File: config.mk
export PLATFORM = sky130hd
export DESIGN_NAME = ssd1306_frame_streamer
export DESIGN_NICKNAME = d
export VERILOG_FILES = /design/src/rtl/ssd1306_frame_streamer.sv
export SDC_FILE = /design/constraint.sdc
export NUM_CORES = 1
export LEC_CHECK = 0
export BUFFER_PORTS_ARGS = -buffer_cell sky130_fd_sc_hd__buf_2
export CAP_MARGIN = 20
export CELL_PAD_IN_SITES_DETAIL_PLACEMENT = 1
export CELL_PAD_IN_SITES_GLOBAL_PLACEMENT = 1
export CORE_MARGIN = 2
export CORE_UTILIZATION = 41
export CTS_BUF_LIST = sky130_fd_sc_hd__clkbuf_4
export DETAILED_ROUTE_END_ITERATION = 8
export MAX_ROUTING_LAYER = met4
export PLACE_DENSITY_LB_ADDON = 0.05
export SYNTH_ARGS = -nofsm -noshare
export SYNTH_HDL_FRONTEND = slang
export SYNTH_SLANG_ARGS = --single-unit
File: constraint.sdc
create_clock -name clk_in -period 2.1 [get_ports clk_in]
set_input_delay 0.315 -clock clk_in [delete_from_list [all_inputs] [get_ports clk_in]]
set_output_delay 0.315 -clock clk_in [all_outputs]
set_load 0.03 [all_outputs]
File: src/rtl/ssd1306_frame_streamer.sv
// SSD1306 128x64 sequencer: panel reset pulse, init command list, then windowed framebuffer
// streaming to an SPI master. One byte in flight at a time; each byte waits on spi_ready.
module ssd1306_frame_streamer #(
    parameter int RESET_CYCLES   = 1000,
    parameter int POWERUP_CYCLES = 1000,
    parameter int FB_ADDR_WIDTH  = 10
) (
    input  logic                     clk_in,
    input  logic                     reset_n_in,
    input  logic                     frame_req,
    output logic                     busy,
    output logic                     init_done,
    output logic                     frame_done,
    output logic [FB_ADDR_WIDTH-1:0] fb_addr,
    input  logic [7:0]               fb_data,
    output logic                     spi_transmitt,
    output logic [7:0]               spi_data,
    output logic                     spi_deactivate_cs,
    input  logic                     spi_ready,
    output logic                     oled_dc,
    output logic                     oled_res_n
);

    localparam int DLY_MAX = (RESET_CYCLES > POWERUP_CYCLES) ? RESET_CYCLES : POWERUP_CYCLES;
    localparam int DLY_W   = $clog2(DLY_MAX + 1);
    localparam logic [DLY_W-1:0]         RST_LAST  = DLY_W'(RESET_CYCLES - 1);
    localparam logic [DLY_W-1:0]         PWR_LAST  = DLY_W'(POWERUP_CYCLES - 1);
    localparam logic [4:0]               INIT_LAST = 5'd24;
    localparam logic [4:0]               WIN_LAST  = 5'd5;
    localparam logic [FB_ADDR_WIDTH-1:0] FB_LAST   = '1;

    typedef enum logic [2:0] {
        S_RST_LOW, S_PWR_WAIT, S_INIT, S_IDLE, S_WIN, S_FETCH, S_LOAD
    } state_t;

    // P_XMIT is the request cycle; P_SKIP covers the master's late drop of spi_ready.
    typedef enum logic [1:0] {P_ARM, P_XMIT, P_SKIP, P_WAIT} phase_t;

    state_t                     r_state;
    state_t                     w_state_nxt;
    phase_t                     r_phase;
    logic [DLY_W-1:0]           r_dly_cnt;
    logic [4:0]                 r_cmd_idx;
    logic [FB_ADDR_WIDTH-1:0]   r_byte_cnt;
    logic [7:0]                 r_spi_data;
    logic                       r_dcs;
    logic                       r_dc;
    logic                       r_init_done;
    logic                       r_frame_done;

    logic                       w_sending;
    logic                       w_launch;
    logic                       w_byte_done;
    logic                       w_last_byte;
    logic [7:0]                 w_tx_byte;

    function automatic logic [7:0] init_rom(input logic [4:0] idx);
        case (idx)
            5'd0:  return 8'hAE;
            5'd1:  return 8'hD5;
            5'd2:  return 8'h80;
            5'd3:  return 8'hA8;
            5'd4:  return 8'h3F;
            5'd5:  return 8'hD3;
            5'd6:  return 8'h00;
            5'd7:  return 8'h40;
            5'd8:  return 8'h8D;
            5'd9:  return 8'h14;
            5'd10: return 8'h20;
            5'd11: return 8'h00;
            5'd12: return 8'hA1;
            5'd13: return 8'hC8;
            5'd14: return 8'hDA;
            5'd15: return 8'h12;
            5'd16: return 8'h81;
            5'd17: return 8'hCF;
            5'd18: return 8'hD9;
            5'd19: return 8'hF1;
            5'd20: return 8'hDB;
            5'd21: return 8'h40;
            5'd22: return 8'hA4;
            5'd23: return 8'hA6;
            5'd24: return 8'hAF;
            default: return 8'h00;
        endcase
    endfunction

    // Full-screen window: columns 0..127, pages 0..7.
    function automatic logic [7:0] win_rom(input logic [4:0] idx);
        case (idx)
            5'd0:    return 8'h21;
            5'd1:    return 8'h00;
            5'd2:    return 8'h7F;
            5'd3:    return 8'h22;
            5'd4:    return 8'h00;
            5'd5:    return 8'h07;
            default: return 8'h00;
        endcase
    endfunction

    always_comb begin
        w_sending   = (r_state == S_INIT) || (r_state == S_WIN) || (r_state == S_LOAD);
        w_launch    = w_sending && (r_phase == P_ARM) && spi_ready;
        w_byte_done = w_sending && (r_phase == P_WAIT) && spi_ready;
        w_tx_byte   = 8'h00;
        w_last_byte = 1'b0;
        case (r_state)
            S_INIT: begin
                w_tx_byte   = init_rom(r_cmd_idx);
                w_last_byte = (r_cmd_idx == INIT_LAST);
            end
            S_WIN: begin
                w_tx_byte   = win_rom(r_cmd_idx);
                w_last_byte = (r_cmd_idx == WIN_LAST);
            end
            S_LOAD: begin
                w_tx_byte   = fb_data;
                w_last_byte = (r_byte_cnt == FB_LAST);
            end
            default: ;
        endcase
    end

    always_ff @(posedge clk_in or negedge reset_n_in) begin
        if (!reset_n_in) begin
            r_state <= S_RST_LOW;
        end else begin
            r_state <= w_state_nxt;
        end
    end

    always_comb begin
        w_state_nxt = r_state;
        case (r_state)
            S_RST_LOW:  if (r_dly_cnt == RST_LAST) w_state_nxt = S_PWR_WAIT;
            S_PWR_WAIT: if (r_dly_cnt == PWR_LAST) w_state_nxt = S_INIT;
            S_INIT:     if (w_byte_done && w_last_byte) w_state_nxt = S_IDLE;
            S_IDLE:     if (frame_req) w_state_nxt = S_WIN;
            S_WIN:      if (w_byte_done && w_last_byte) w_state_nxt = S_FETCH;
            S_FETCH:    w_state_nxt = S_LOAD;
            S_LOAD:     if (w_byte_done) w_state_nxt = w_last_byte ? S_IDLE : S_FETCH;
            default:    w_state_nxt = S_RST_LOW;
        endcase
    end

    always_comb begin
        busy              = (r_state != S_IDLE);
        oled_res_n        = (r_state != S_RST_LOW);
        spi_transmitt     = (r_phase == P_XMIT);
        spi_data          = r_spi_data;
        spi_deactivate_cs = r_dcs;
        oled_dc           = r_dc;
        init_done         = r_init_done;
        frame_done        = r_frame_done;
        fb_addr           = r_byte_cnt;
    end

    always_ff @(posedge clk_in or negedge reset_n_in) begin
        if (!reset_n_in) begin
            r_phase      <= P_ARM;
            r_dly_cnt    <= '0;
            r_cmd_idx    <= '0;
            r_byte_cnt   <= '0;
            r_spi_data   <= '0;
            r_dcs        <= 1'b0;
            r_dc         <= 1'b0;
            r_init_done  <= 1'b0;
            r_frame_done <= 1'b0;
        end else begin
            r_frame_done <= 1'b0;

            case (r_phase)
                P_ARM:   if (w_launch) r_phase <= P_XMIT;
                P_XMIT:  r_phase <= P_SKIP;
                P_SKIP:  r_phase <= P_WAIT;
                default: if (spi_ready) r_phase <= P_ARM;
            endcase

            // Byte and framing are captured together so they hold until the next request.
            if (w_launch) begin
                r_spi_data <= w_tx_byte;
                r_dcs      <= w_last_byte;
                r_dc       <= (r_state == S_LOAD);
            end

            if ((r_state == S_RST_LOW && r_dly_cnt == RST_LAST) ||
                (r_state == S_PWR_WAIT && r_dly_cnt == PWR_LAST)) begin
                r_dly_cnt <= '0;
            end else if (r_state == S_RST_LOW || r_state == S_PWR_WAIT) begin
                r_dly_cnt <= r_dly_cnt + DLY_W'(1);
            end else begin
                r_dly_cnt <= '0;
            end

            if (w_byte_done) begin
                if (r_state == S_LOAD) begin
                    r_byte_cnt <= r_byte_cnt + FB_ADDR_WIDTH'(1);
                    if (w_last_byte) r_frame_done <= 1'b1;
                end else begin
                    r_cmd_idx <= w_last_byte ? 5'd0 : r_cmd_idx + 5'd1;
                    if (r_state == S_INIT && w_last_byte) r_init_done <= 1'b1;
                end
            end
        end
    end

endmodule

Word-level counts from Yosys, hierarchy flattened. Memory sizes are Yosys's and may differ from the RTL's. Index checks and enable logic that the tools add are counted.

Bits of input ports: 12. ROM bits: 256. Word-level logic and storage cells: 80. Memory bits (writable): 0. Memories: 1. Bits in registers: 42. Latch bits: 0. Output and inout bits: 25.

Reductions and logical operators: 22. Shifts and indexed selects: 0. Bitwise logic cells: 1. Equality and inequality tests: 23. Multipliers: 0. Add/sub/neg operators: 3. $lt $le $gt $ge: 0. Divide/modulo/power cells: 0. Muxes and demuxes: 20.

Memory list: (name not given) (depth 32, bits a word 8, read ports 1, clocked after memory_dff 0, write ports 0, line 58) `case (idx)`.

Operator list (count): $pmux W7 S4 (1); $pmux W8 S3 (1); $mux W3 (7); $pmux W3 S7 (1); $add A10 B1 Y10 const B (2); $eq A10 B10 Y1 const B (2); $mux W10 (2); $eq A5 B2 Y1 const B (2); $ne A2 B2 Y1 const B (5); $eq A3 B3 Y1 const B (3); $logic_and A1 B1 Y1 (8); $eq A3 B2 Y1 const B (2); $pmux W2 S3 (1); $reduce_and A2 Y1 (3); $reduce_and A6 Y1 (1); $add A5 B1 Y5 const B (1); $eq A5 B3 Y1 const B (1); $eq A5 B5 Y1 const B (1); $logic_not A5 Y1 (1); $mux W5 (1); $eq A2 B2 Y1 const B (2); $logic_or A1 B1 Y1 (4); $mux W2 (2); $ne A2 B1 Y1 const B (2); 11 further kinds (13).

Logic depth before layout (Yosys ltp). Gate-level depths: netlist of the first run.

Depth after elaboration: 8. Gate-level depth with buffers: 9. Mapped depth without buffers: 7.

Worst setup path before layout of the first run. Ideal clock, no wire load.

Path type: reg2reg. Start point: register r_cmd_idx[1]. End point: register r_cmd_idx[4]. Stages on the path, launching flop included: 10. Setup slack: 0.098 ns. Arrival time: 1.920 ns. Clock period less this slack: 2.002 ns. Buffers on the path: 2. Data required time: 2.018 ns. Setup time: 0.082 ns. Path through: dfrtp_1 -> inv_1 -> ha_1 -> clkbuf_1 -> nand3_1 -> nor3_2 -> a311o_2 -> buf_6 -> a31o_1 -> a31oi_1.

Cells in the longest elaborated chain, start to end: 3. Elaborated cells on any way between the ends: 5. Classes of those cells: add/sub (1); eq/ne (2); mux (2).

Ends and longest elaborated chain: start: declaration (line 43) `logic [4:0] r_cmd_idx;`; start signal: assignment (line 200) `r_cmd_idx <= w_last_byte ? 5'd0 : r_cmd_idx + 5'd1;`; branches (longest 2 deep; another with $add A5 B1 Y5); $mux W5 (*) (line 200).

Every way passes the cells marked *. A chain may end at the register's enable or synchronous reset.

Worst setup path after layout of the first run.
Start point: register r_phase[1]. End point: register r_spi_data[6] (netlist: spi_data[6]).

Cells in the longest elaborated chain, start to end: 3.

Ends and longest elaborated chain: start: declaration (line 41) `phase_t r_phase;`; start signal: assignment (line 160) `r_phase <= P_ARM;`; start signal: assignment (line 173) `P_ARM: if (w_launch) r_phase <= P_XMIT;`; start signal: assignment (line 174) `P_XMIT: r_phase <= P_SKIP;`; $logic_not A2 Y1 (line 103) `w_launch = w_sending && (r_phase == P_ARM) && spi_ready;`; $logic_and A1 B1 Y1 (2 in series) (line 103); end signal: assignment (line 181) `r_spi_data <= w_tx_byte;`; end: declaration (line 45) `logic [7:0] r_spi_data;`.

Every way passes these cells.

==> results of run 1 <==
-- synth_stat cells, types with 2 or more instances --
library cell   n  area, um^2
nor3_1         8       40.04
nor2b_1        3       18.77
a21oi_1       17       85.08
and3_1         2       12.51
o22ai_1        3       18.77
nor4_1         2       12.51
nand3_1        7       35.03
nand2_1       32       120.1
buf_6          2       22.52
o21ai_0       17       85.08
a211oi_1       2       15.01
clkbuf_1       4       15.01
ha_1          12       150.1
a221oi_1       2       17.52
nor3_2         3       30.03
or3_1          6       37.54
nor2_1        23       86.33
buf_2          9       45.04
a211o_1        2       17.52
xor2_1         6       52.55
inv_1         11       41.29
xnor2_1       12       105.1
mux2_2         2       22.52
dfrtp_1       42        1051
nand2b_1       8       50.05
mux2i_1        2       20.02
o311a_1        2       20.02
a21o_1         2       15.01
nand4_1        8       50.05
o211ai_1       5       37.54
a31oi_1        7       43.79
and2_1         3       18.77
-- through the flow --
stage | power [mW] | hold WS (ps)
floorplan | 2.772 | 19.41
global placement | 3.452 | 429.7
detailed placement | 3.501 | 431.7
CTS | 3.961 | 7.876
global route | 4.288 | 21.43
finish | 3.964 | -18.16
-- logic make-up after synthesis --
family | share of synthesized area [%]
and+or+nand+nor | 21.91
muxes | 1.648
adders and majority gates | 5.817
DFF | 40.72
buffers and inverters | 4.944
AOI/OAI and AO/OA | 18.86
xor gates and xnor gates | 6.108
-- cells in the final DEF (no fill, tap or decap), types with 11 or more instances in the layout --
master,netlist,final
buf_2,9,36
nand2_1,32,32
a21oi_1,17,17
ha_1,12,12
nor2_1,23,23
inv_1,11,11
xnor2_1,12,12
dfrtp_1,42,41
buf_4,0,23
o21ai_0,17,17
-- flip-flops by register name, summed over array words and instances, names as in the netlist --
name               count
r_phase                2
r_cmd_idx              5
r_state                3
fb_addr               10
oled_dc                1
r_dly_cnt             10
spi_data               8
spi_deactivate_cs      1
frame_done             1
init_done              1
-- repair_timing --
action,in CTS,in global routing
hold buffers,0,0
setup buffers,0,1
endpoints found under the setup margin,0,3
gates resized for setup,0,2
-- power breakdown --
group / internal, mW / switching, mW / total, mW
clock: 0.137 / 0.313 / 0.450
combinational: 0.886 / 1.40 / 2.29
sequential: 1.02 / 0.210 / 1.23
-- routing by layer --
layer / wire length [um] / vias to the layer above / track usage (%)
li1: - / 1129 / -
met1: 3410 / 1121 / 30.61
met2: 3178 / 52 / 33.50
met3: 325 / 8 / 3.976
met4: 73 / 0 / 4.322
met5: 0 / - / -
-- critical path: stages, from the launching register on --
cell and delay (ps):
dfrtp_1 430, inv_1 100, ha_1 200, nand2_1 130, or3_1 470, a31oi_2 260, nor2_1 60, a211o_1 220
-- path summary, 6_finish.rpt --
| check | start | to | slack, ps | cells past startpoint |
|---|---|---|---|---|
| worst max-delay path | r_phase[1] | spi_data[6] | 140 | 7 |
| worst min-delay path | reset_n_in | spi_data[4] | -20 | 2 |
| worst max register to register | r_phase[1] | spi_data[6] | 140 | 7 |
| worst min register to register | r_dly_cnt[0] | r_dly_cnt[0] | 490 | 1 |
| max in group asynchronous | reset_n_in | r_state[1] | 1700 | 2 |
| min in group clk_in | fb_data[6] | spi_data[6] | 140 | 2 |
-- cell type report --
type | count | area, um^2
Clock inverter | 3 | 25.02
Clock buffer | 5 | 37.54
Timing Repair Buffer | 59 | 352.8
Sequential cell | 42 | 1052
Fill cell | 725 | 2979
Multi-Input combinational cell | 219 | 1409
Inverter | 11 | 41.29
Tap cell | 75 | 93.84
==> reports/qor.txt, run 1 <==
======================================================================================================
Outcome                                                                                   finished with violations
Violated checks                                                                           negative hold slack
Area post-placement                                                                          2934 um^2
Setup ws final                                                                                140.7 ps
Inst Count DP                                                                                      405
H-Tree Depth                                                                                         2
Clock tree from TritonCTS                                                                         done
Area of the core region                                                                      5991 um^2
Hold violation count in the final report                                                            23
Filler-free cell count of the finished design                                                      414
Maximum number of pins on one net before global-route repair                                        43
Post-synthesis cell count                                                                          288
DIE HEIGHT                                                                                    83.35 um
Number of vias per cell                                                                          5.580
Worst Path Required                                                                            2380 ps
Min Tclk post-route                                                                            1959 ps
Max frequency                                                                                510.4 MHz
Clock transition at the register clock pins on the worst setup and hold paths after CTS         140 ps
Final slew viol count                                                                                0
Count of flip-flops with a built-in enable after synthesis                                           0
DRC errors left                                                                                      0
Share of the yosys chip area belonging to registers                                             40.72%
CP arrival                                                                                     2240 ps
Final HPWL from detailed placement                                                            5.170 mm
Lkg Pwr                                                                                       1.355 nW
Number of distinct library cells after synthesis                                                    54
Count of pins on the block boundary                                                                 37
Fraction of final layout cells with drive strength greater than 1                               23.01%
Final wirelength                                                                              6.988 mm
RSZ-0062 raised after global routing                                                             false
Warnings from Yosys                                                                                  0
Maximum fanout along the worst path                                                                  5
Total congestion overflow after global routing                                                       0
N_diodes                                                                                             0
Worst hold margin                                                                            -18.16 ps
Rows                                                                                                28
Library cell used as clock root buffer                                                        clkbuf_4
Total power divided by cell area                                                          1316 nW/um^2
Post-synthesis sequential element count                                                             42
Weighted congestion reported at the end of routability-driven placement                         0.8448
Die Wd                                                                                        83.35 um
Max clock buf depth                                                                                  2
Final Cell Area                                                                              3012 um^2
Clk Latency, worst-skew pair                                                                    380 ps
ANT nets after route                                                                                 0
Post-Place Worst Slack                                                                        119.2 ps
Critical Setup Path Class                                                                      reg2reg
Number of antenna violations at the first check in global routing                                    0
Setup-violating endpoint count in the final report                                                   0
Via count of the first global-routing pass                                                        2406
Post-Syn Nets                                                                                      312
Routed len/inst                                                                               16.88 um
Routed vias                                                                                       2310
Violation count after the first detailed-route iteration                                           125
Kind of end point of the critical path                                                            flop
Avg Synthesized Cell Area                                                                   8.963 um^2
Share of the core filled with cells in the final layout                                         50.27%
Total clock buffers created by CTS                                                                   5
Setup crit start kind                                                                             flop
Synthesized area                                                                             2581 um^2
Number of I/O port buffers                                                                          36
Total iterations of the first detailed-routing run                                                   4
Share of the cycle needed by the critical path after routing                                    93.30%
Global-route total usage across every layer                                                     21.88%
Most common flop cell mapped by yosys                                                          dfrtp_1
Wire length of the first global-routing pass                                                  12.07 mm
Peak supply drop                                                                             0.5540 mV
Max-capacitance violation count                                                                      0
Worst max-slew margin expressed relative to the limit                                           62.91%
Share of flip-flops with an asynchronous set or reset after synthesis                           100.0%
Initial Utilization                                                                             43.09%
Number of clock sinks                                                                               42
Area of the die                                                                              6946 um^2
Worst-case clock skew                                                                         10.74 ps
Measured slew at the worst slew-check pin                                                     556.3 ps
Area growth from synthesis to layout                                                            16.67%
Setup total negative slack                                                                        0 ps
Total number of nets in the final design                                                           362
Worst hold path type                                                                          in2async
======================================================================================================
Power figures use the tool's default switching activity.
==> inputs of run 2 (changes only) <==
Settings changed: ABC_AREA set to 1, CORE_UTILIZATION 41 to 39.
==> run 2 against run 1 <==
  * Worst setup slack improved by 120 ps
  * Register-to-register slack improved by 120 ps
  * Count of clock-buffer cells in the layout grew 1
  * Flip-flop and latch count is the same
  * Highest routed layer unchanged
  * Routed wire length increased by 3.9%
  * Area after synthesis rose by 1.6%
  * The flow now finishes without violations
  * Total power down 59%
  * Largest cell class unchanged
  * Worst hold slack improved by 210 ps
  * Maximum frequency grew 6.3%
  * Largest power group is now registers
==> reports/qor.txt, run 2 <==
======================================================================================================
Outcome                                                                                   complete, no violations
Number of vias per cell                                                                          5.173   -7.3%
Reg power frac                                                                                   52.2%   +21 points
Hold violation count in the final report                                                             0   -100%
Warnings from Yosys                                                                                  0   unchanged
Routed vias                                                                                       2426   +5.0%
Number of distinct library cells after synthesis                                                    35   -35%
Share of the yosys chip area belonging to registers                                             40.08%   -0.64 points
Cell with the most instances after synthesis                                                   nand2_1
Number of clock sinks                                                                               42   unchanged
Commonest non-fill, non-tap cell in the layout                                                 nand2_1
Max-capacitance violation count                                                                      0   unchanged
CP arrival                                                                                     2110 ps   -130 ps
Overall power after layout                                                                    1.615 mW   -59%
Total clock buffers created by CTS                                                                   5   unchanged
Worst hold path type                                                                            in2reg
Global-route track usage on met2                                                                35.94%   +2.4 points
Setup total negative slack                                                                        0 ps   unchanged
RSZ-0062 raised after global routing                                                             false
Area growth from synthesis to layout                                                            14.07%
Max clock buf depth                                                                                  2   unchanged
Worst max-slew margin expressed relative to the limit                                           55.84%   -7.1 points
Most common flop cell mapped by yosys                                                          dfrtp_1
Commonest cells in the netlist                                                            nand2_1, nor2_1, dfrtp_1
Measured slew at the worst slew-check pin                                                     662.4 ps   +106.1 ps
Worst Path Required                                                                            2370 ps   about the same
Post-Syn Nets                                                                                      374   +20%
Weighted congestion reported at the end of routability-driven placement                         0.9179   +8.7%
Net Sw Power                                                                                 0.4523 mW   -77%
ANT nets after route                                                                                 0   unchanged
GR Layer Usage met3                                                                             4.331%   +0.35 points
Setup-violating endpoint count in the final report                                                   0   unchanged
Maximum number of pins on one net before global-route repair                                        28   -35%
Critical Setup Path Class                                                                      reg2reg
Worst hold margin                                                                             196.1 ps   +214.2 ps
Top cells by area, synth                                                                  dfrtp_1, nand2_1, nor2_1, nand3_1, ha_1
Standard cell with the maximum stage delay on the critical path                                dfrtp_1
Total iterations of the first detailed-routing run                                                   4   unchanged
Library cell used as clock root buffer                                                        clkbuf_4
Rows                                                                                                29   +3.6%
Leading cell types in the layout, fill and taps excluded                                  nand2_1, nor2_1, dfrtp_1
Lkg Pwr                                                                                       1.574 nW   +16%
Switching share of power                                                                        28.00%   -21 points
Die Wd                                                                                           86 um   +3.2%
Count of pins on the block boundary                                                                 37   unchanged
Global-route total usage across every layer                                                     22.11%   +0.23 points
Kind of end point of the critical path                                                            flop
Most congested layer reported by global routing                                                   met2
Clock tree from TritonCTS                                                                         done
N_diodes                                                                                             0   unchanged
Min Tclk post-route                                                                            1844 ps   -115.6 ps
Max frequency                                                                                542.4 MHz   +6.3%
Most frequent cell on the critical path                                                        nand2_1
Clk Latency, worst-skew pair                                                                    370 ps   about the same
Via count of the first global-routing pass                                                        2540   +5.6%
Met1 usage in global routing                                                                    28.30%   -2.3 points
Final slew viol count                                                                                0   unchanged
Worst-case clock skew                                                                         15.93 ps   +5.188 ps
Final HPWL from detailed placement                                                            5.680 mm   +9.9%
Total power divided by cell area                                                          540.0 nW/um^2   -59%
Share of Yosys cell area claimed by the top area cell type                                      40.08%   -0.64 points
Initial Utilization                                                                             40.83%   -2.3 points
Number of antenna violations at the first check in global routing                                    0   unchanged
Post-synthesis sequential element count                                                             42   unchanged
Avg Synthesized Cell Area                                                                   7.493 um^2   -16%
Count of flip-flops with a built-in enable after synthesis                                           0   unchanged
Peak supply drop                                                                             0.3394 mV   -39%
DRC errors left                                                                                      0   unchanged
Area of the core region                                                                      6422 um^2   +7.2%
Share of flip-flops with an asynchronous set or reset after synthesis                           100.0%   unchanged
Maximum fanout along the worst path                                                                  7   +2
H-Tree Depth                                                                                         2   unchanged
Number of I/O port buffers                                                                          36   unchanged
Final wirelength                                                                              7.259 mm   +3.9%
Combinational cell fraction of total power                                                       13.5%   -44 points
Clock transition at the register clock pins on the worst setup and hold paths after CTS         140 ps   about the same
Post-synthesis cell count                                                                          350   +22%
Critical path cell sequence                                                               inv_1 > ha_1 > nand2_1 > nor3_1 > nand2_1 > nand3_2 > nand2_2 > nand2_2 > nand2_2 > nand2_1 > nand2_1
Setup crit start kind                                                                             flop
Area of the die                                                                              7396 um^2   +6.5%
Internal power                                                                                1.163 mW   -43%
Total congestion overflow after global routing                                                       0   unchanged
Wire length of the first global-routing pass                                                  12.41 mm   +2.8%
DIE HEIGHT                                                                                       86 um   +3.2%
Proportion of power drawn by the clock network                                                   34.3%   +23 points
Violation count after the first detailed-route iteration                                           101   -19%
Fraction of final layout cells with drive strength greater than 1                               18.11%   -4.9 points
Total number of nets in the final design                                                           415   +15%
Area leader, netlist                                                                           dfrtp_1
Largest incremental delay on the critical path                                                  480 ps   about the same
Share of the cycle needed by the critical path after routing                                    87.80%   -5.5 points
Routed len/inst                                                                               15.48 um   -8.3%
Synthesized area                                                                             2623 um^2   +1.6%
======================================================================================================
[run 2: changes by cell type after synthesis, moves of 6 or more]
| cell | delta |
|---|---|
| nand2_1 | +43 |
| or3_1 | -6 |
| inv_1 | +20 |
| inv_2 | +7 |
| nand2b_1 | -8 |
| xnor2_1 | -6 |
| nand3_1 | +24 |
| nor2_1 | +24 |
[run 2: cell type report]
class | instances | area (um^2)
inverter | 38 | 142.6
multi-input combinational | 261 | 1384
fill | 836 | 3431
clock inverter | 2 | 37.54
sequential | 42 | 1051
clock buffer | 6 | 45.04
tap | 77 | 96.34
timing repair buffer | 43 | 235.2
[run 2: metal layers]
layer	vias to the layer above	routed length (um)
met2	36	3505
met1	1161	3461
met4	0	68
met3	5	224
li1	1224	-
met5	-	0
[run 2: critical path, delay by kind of cell, from the launching register on]
family | cells | cell delay, ps
buf+inv | 1 | 150
simple gates | 9 | 890
fa+ha+maj | 1 | 240
flops | 1 | 480
[run 2: stage by stage]
| step | util [%] | cells | cell area (um^2) | setup slack [ps] |
|---|---|---|---|---|
| 2_1_floorplan | - | 350 | 2623 | 494.9 |
| 3_3_place_gp | 45.14 | 460 | 2899 | 298.6 |
| 3_5_place_dp | 45.14 | 460 | 2899 | 264.7 |
| 4_1_cts | 46.58 | 469 | 2992 | 241.5 |
| 5_1_grt | 46.58 | 469 | 2992 | 2.725 |
| 6_report | 46.58 | 469 | 2992 | 256.3 |
[run 2: cell families (layout without fill, tap and decap cells)]
kind of cell    after synthesis  count (layout)  synth area share (%)
xor+xnor                     12              12                 4.008
simple gates                183             183                 31.54
buf+inv                      47              89                 7.157
fa+ha+maj                    12              12                 5.725
compound gates               54              54                 11.50
flops                        42              42                 40.08
[run 2: power by group through the flow]
| stage | Clock [mW] | Sequential [mW] | Combinational [mW] |
|---|---|---|---|
| after floorplan | 0 | 0.857 | 0.134 |
| after global placement | 0 | 0.858 | 0.212 |
| after detailed placement | 0 | 0.860 | 0.222 |
| after CTS | 0.575 | 0.844 | 0.224 |
| after global routing | 0.611 | 0.847 | 0.257 |
| final | 0.554 | 0.844 | 0.218 |
[run 2: worst paths after layout]
check,start,end,slack [ps],cells past startpoint
max in group asynchronous,reset_n_in,r_dly_cnt[1],1010,3
worst max register to register,r_cmd_idx[1],r_state[0],260,11
min in group asynchronous,reset_n_in,spi_data[0],490,2
worst min-delay path,fb_data[7],spi_data[7],200,3
worst min register to register,r_dly_cnt[0],r_dly_cnt[0],480,1
worst max-delay path,r_cmd_idx[1],r_state[0],260,11
[run 2: timing repair]
action / CTS / global route
gates resized for setup: 0 / 0
hold endpoints to repair: 25 / 0
setup buffers: 0 / 0
hold buffers: 1 / 0
